[src/rtl/cdb_arbiter.sv]
// Round-robin arbiter for the common data bus: grants one functional-unit result per
// cycle and registers it onto the CDB; honours a pipeline flush and synchronous reset.
module cdb_arbiter #(
  parameter int NUM_REQ   = 4,
  parameter int ROB_IDX_W = 5,
  parameter int PHYS_W    = 6,
  parameter int DATA_W    = 32,
  localparam int SRC_W    = $clog2(NUM_REQ)
) (
  input  logic                          clk,
  input  logic                          rst,
  input  logic                          flush,
  input  logic [NUM_REQ-1:0]            req_valid,
  input  logic [NUM_REQ*ROB_IDX_W-1:0]  req_rob_idx,
  input  logic [NUM_REQ*PHYS_W-1:0]     req_pd,
  input  logic [NUM_REQ*DATA_W-1:0]     req_data,
  output logic [NUM_REQ-1:0]            req_ready,
  output logic                          cdb_valid,
  output logic [ROB_IDX_W-1:0]          cdb_rob_idx,
  output logic [PHYS_W-1:0]             cdb_pd,
  output logic [DATA_W-1:0]             cdb_data,
  output logic [SRC_W-1:0]              cdb_src
);

  logic [SRC_W-1:0] ptr;
  logic [SRC_W-1:0] grant_idx;
  logic             grant_found;
  logic [SRC_W:0]   scan_idx;
  logic             scan_hit;
  logic             xfer;
  logic [SRC_W-1:0] ptr_next;

  // First valid requester at or after ptr, wrapping; the extra bit absorbs ptr+k overflow.
  always_comb begin
    grant_found = 1'b0;
    grant_idx   = '0;
    scan_idx    = '0;
    scan_hit    = 1'b0;
    for (int k = 0; k < NUM_REQ; k++) begin
      scan_idx = {1'b0, ptr} + (SRC_W+1)'(k);
      if (scan_idx >= (SRC_W+1)'(NUM_REQ)) begin
        scan_idx = scan_idx - (SRC_W+1)'(NUM_REQ);
      end else begin
        scan_idx = scan_idx;
      end
      scan_hit    = req_valid[scan_idx[SRC_W-1:0]] & ~grant_found;
      grant_idx   = scan_hit ? scan_idx[SRC_W-1:0] : grant_idx;
      grant_found = grant_found | scan_hit;
    end
  end

  // Grant is suppressed during reset and flush so nothing transfers in those cycles.
  always_comb begin
    req_ready = '0;
    if (grant_found && !flush && !rst) begin
      req_ready[grant_idx] = 1'b1;
    end else begin
      req_ready = '0;
    end
  end

  assign xfer     = |(req_valid & req_ready);
  assign ptr_next = (grant_idx == SRC_W'(NUM_REQ-1)) ? '0 : grant_idx + SRC_W'(1);

  // Pointer and CDB output register; payload holds its last value when idle.
  always_ff @(posedge clk) begin
    if (rst) begin
      ptr         <= '0;
      cdb_valid   <= 1'b0;
      cdb_rob_idx <= '0;
      cdb_pd      <= '0;
      cdb_data    <= '0;
      cdb_src     <= '0;
    end else if (xfer) begin
      ptr         <= ptr_next;
      cdb_valid   <= 1'b1;
      cdb_rob_idx <= req_rob_idx[grant_idx*ROB_IDX_W +: ROB_IDX_W];
      cdb_pd      <= req_pd[grant_idx*PHYS_W +: PHYS_W];
      cdb_data    <= req_data[grant_idx*DATA_W +: DATA_W];
      cdb_src     <= grant_idx;
    end else begin
      cdb_valid   <= 1'b0;
    end
  end

endmodule

[config.mk]
export PLATFORM = sky130hd
export DESIGN_NAME = cdb_arbiter
export DESIGN_NICKNAME = d
export VERILOG_FILES = /design/src/rtl/cdb_arbiter.sv
export SDC_FILE = /design/constraint.sdc
export NUM_CORES = 1
export LEC_CHECK = 0
export ABC_AREA = 1
export BUFFER_PORTS_ARGS = -buffer_cell sky130_fd_sc_hd__buf_4
export CAP_MARGIN = 15
export CORE_MARGIN = 1
export CORE_UTILIZATION = 40
export DETAILED_ROUTE_END_ITERATION = 10
export GPL_ROUTABILITY_DRIVEN = 0
export GPL_TIMING_DRIVEN = 1
export PLACE_DENSITY = 0.78
export SYNTH_ARGS = -nofsm -noshare
export SYNTH_HDL_FRONTEND = slang
export SYNTH_SLANG_ARGS = --single-unit
[constraint.sdc]
create_clock -name clk -period 3 [get_ports clk]
set_clock_uncertainty 0.05 [all_clocks]
set_input_delay 0.6 -clock clk [delete_from_list [all_inputs] [get_ports clk]]
set_output_delay 0.6 -clock clk [all_outputs]
set_load 0.01 [all_outputs]
==> metrics.txt <==
# rows 36; CP max stage cell dfxtp_1; GR Util All Layers 0.2464; Seq cells post-synth 48; Die Footprint 10460 um^2; leak pwr 3.393 nW; Avg Synthesized Cell Area 5.648 um^2; clock network fraction of design power 0.068; final hold violation count 0; root buffer cell clkbuf_8; cell family with most CP delay simple AND/OR/NAND/NOR gates; Critical Path Stages 13; final setup TNS 0 ns; DR vias 5083; PD cells 1205 nW/um^2; fmax 0.3600 GHz; largest net degree at the start of global routing 45; Worst Hold Depth 2; Slew Limit Headroom 0.5195; DRT Pass-1 Iters 4; RSZ-0062 raised after global routing no; post-route DRC violation count 0; Buf/Inv on CP 4; Final setup viols 0; Die Wd 102.3 um; Fill cells 1009; Synth Net Count 893; internal power 3.230 mW; Tcrit/Tclk final 0.9259; grt total ovfl 0; Slew Limit Fails 0; Final min period 2.778 ns; DR WL/cell 12.48 um; Switching Share 0.5421; CP Max Fanout 10; I/O Pins 229; unique cell type count in the Yosys netlist 22; CTS clk-pin slew, worst paths 0.10 ns; CTS Hold Buffers Added 0; layout cell share with drive strength beyond 1 0.2980; CTS Buf Count 5; Post-DP HPWL 9.834 mm; met3 GRT Util 0.06156; CP peak stage delay 0.37 ns; antenna viol nets, final 0; Setup Crit Path Kind reg -> out; vias per cell 4.846; net switching power 3.824 mW; wirelength, routed 13.09 mm; ant diodes 0; I/O Buffers 228; setup ws final 0.2224 ns; post-synthesis sequential area ratio 0.2390; final core occ 0.5990; ranking of synthesized cells by area nand2_1 (29%), dfxtp_1 (24%), nand4_1 (9.0%); setup bufs post-CTS 0; Flop pwr share 0.158; clk sink count 48; max_cap viols 0; Clock Tree Buf Depth 2; Netlist Area Pre-Place 4021 um^2; DP Worst Slack 0.2485 ns; most frequent CP cell nand2_1; initial antenna violation count 0; CP Capture Type output pin; CP required 2.35 ns; GR peak layer met2; most frequent cells in the layout nand2_1 (306), buf_4 (245), inv_1 (73); most common cell after layout, fill and taps aside nand2_1; Die H 102.3 um; DRT iter0 DRCs 131; Core Box Area 9774 um^2; area added between synthesis and finish 45.58%; global-route wire length before repair 20.53 mm; H-tree level count 2; combinational power share 0.774; worst min path class reg -> reg; GR Util met2 0.4445; Worst Max-Slew Pin Slew 0.7200 ns; vias in the first global route 4535; status finished clean; TritonCTS clock tree built; critical path arrival 2.13 ns; CP Launch Type flop; FF-to-FF path depth 16; grt met1 use 0.2860; Critical Path, Cell by Cell buf_4 -> nand2_1 -> nand2_1 -> nand2_1 -> nand2_1 -> nand2_1 -> nand3_1 -> inv_1 -> nor2_4 -> ha_1 -> inv_1 -> nor2_1 -> buf_4; Yosys top cell by area nand2_1; Clk Latency, worst-skew pair 0.30 ns; Initial Util 0.4114; post-CTS sizing 0; Synth top area share 0.2856; Worst VDD drop 0.0007784 V; fin nets 1096; Mapped Cells 712; warnings from Yosys 0
-- synth_stat cells, drive strengths merged --
| library cell | count |
|---|---|
| nand2 | 308 |
| ha | 2 |
| a21boi | 1 |
| o211ai | 25 |
| clkinv | 1 |
| buf | 38 |
| nor2 | 63 |
| nand3 | 30 |
| clkbuf | 14 |
| dfxtp | 48 |
| o21ai | 26 |
| inv | 79 |
| nand4 | 58 |
| a21oi | 19 |
-- final timing paths --
check	startpoint	end	slack (ns)
worst max register to register	ptr[0]	cdb_data[22]	0.47
worst max-delay path	ptr[0]	req_ready[3]	0.22
worst min register to register	cdb_src[1]	cdb_src[1]	0.43
worst min-delay path	cdb_src[1]	cdb_src[1]	0.43
-- cell type report --
cell class | instances | area (um^2) | share of cell area
flip-flops and latches | 48 | 962.2 | 0.1644
multi-input cells | 532 | 2419 | 0.4131
well taps | 133 | 166.4 | 0.02842
repair buffers | 248 | 1891 | 0.3229
clock buffers | 5 | 68.82 | 0.01175
clock inverters | 3 | 46.29 | 0.007908
inverters | 80 | 301.5 | 0.05151
-- power groups by stage --
stage               registers, mW  clock network [mW]  logic [mW]
global placement             1.12                   0        5.48
detailed placement           1.11                   0        5.47
finish                       1.11               0.483        5.46
global route                 1.15               0.528        6.24
floorplan                    1.23                   0        3.95
CTS                          1.11               0.502        5.49
-- state kept, by name, summed over array words and instances (netlist names) --
name / flops
cdb_src: 2
cdb_pd: 6
cdb_rob_idx: 5
cdb_valid: 1
cdb_data: 32
ptr: 2
-- metal layers --
layer	vias to the layer above	routed length (um)
li1	2662	-
met1	2201	5426
met2	202	6238
met3	18	1183
met4	0	246
met5	-	0
-- through the flow --
step	hold slack [ns]	instances	area (um^2)	power, mW
floorplan	0.4542	712	4021	5.180
global placement	0.4123	1041	5734	6.600
detailed placement	0.4186	1041	5734	6.588
CTS	0.4425	1049	5849	7.107
global route	0.4710	1049	5854	7.914
finish	0.4344	1049	5854	7.054
-- logic make-up after synthesis --
logic type	after synthesis	synth area share
fa+ha+maj	2	0.006222
flops	48	0.2390
compound gates	71	0.1045
buf+inv	132	0.1596
simple gates	459	0.4907
-- worst min-delay path, cell delays in order, from the launching register on --
cell and delay (ns):
dfxtp_1 0.34, nor2_1 0.05, nor2_1 0.07
No activity file was read; power rests on OpenSTA's default activity.
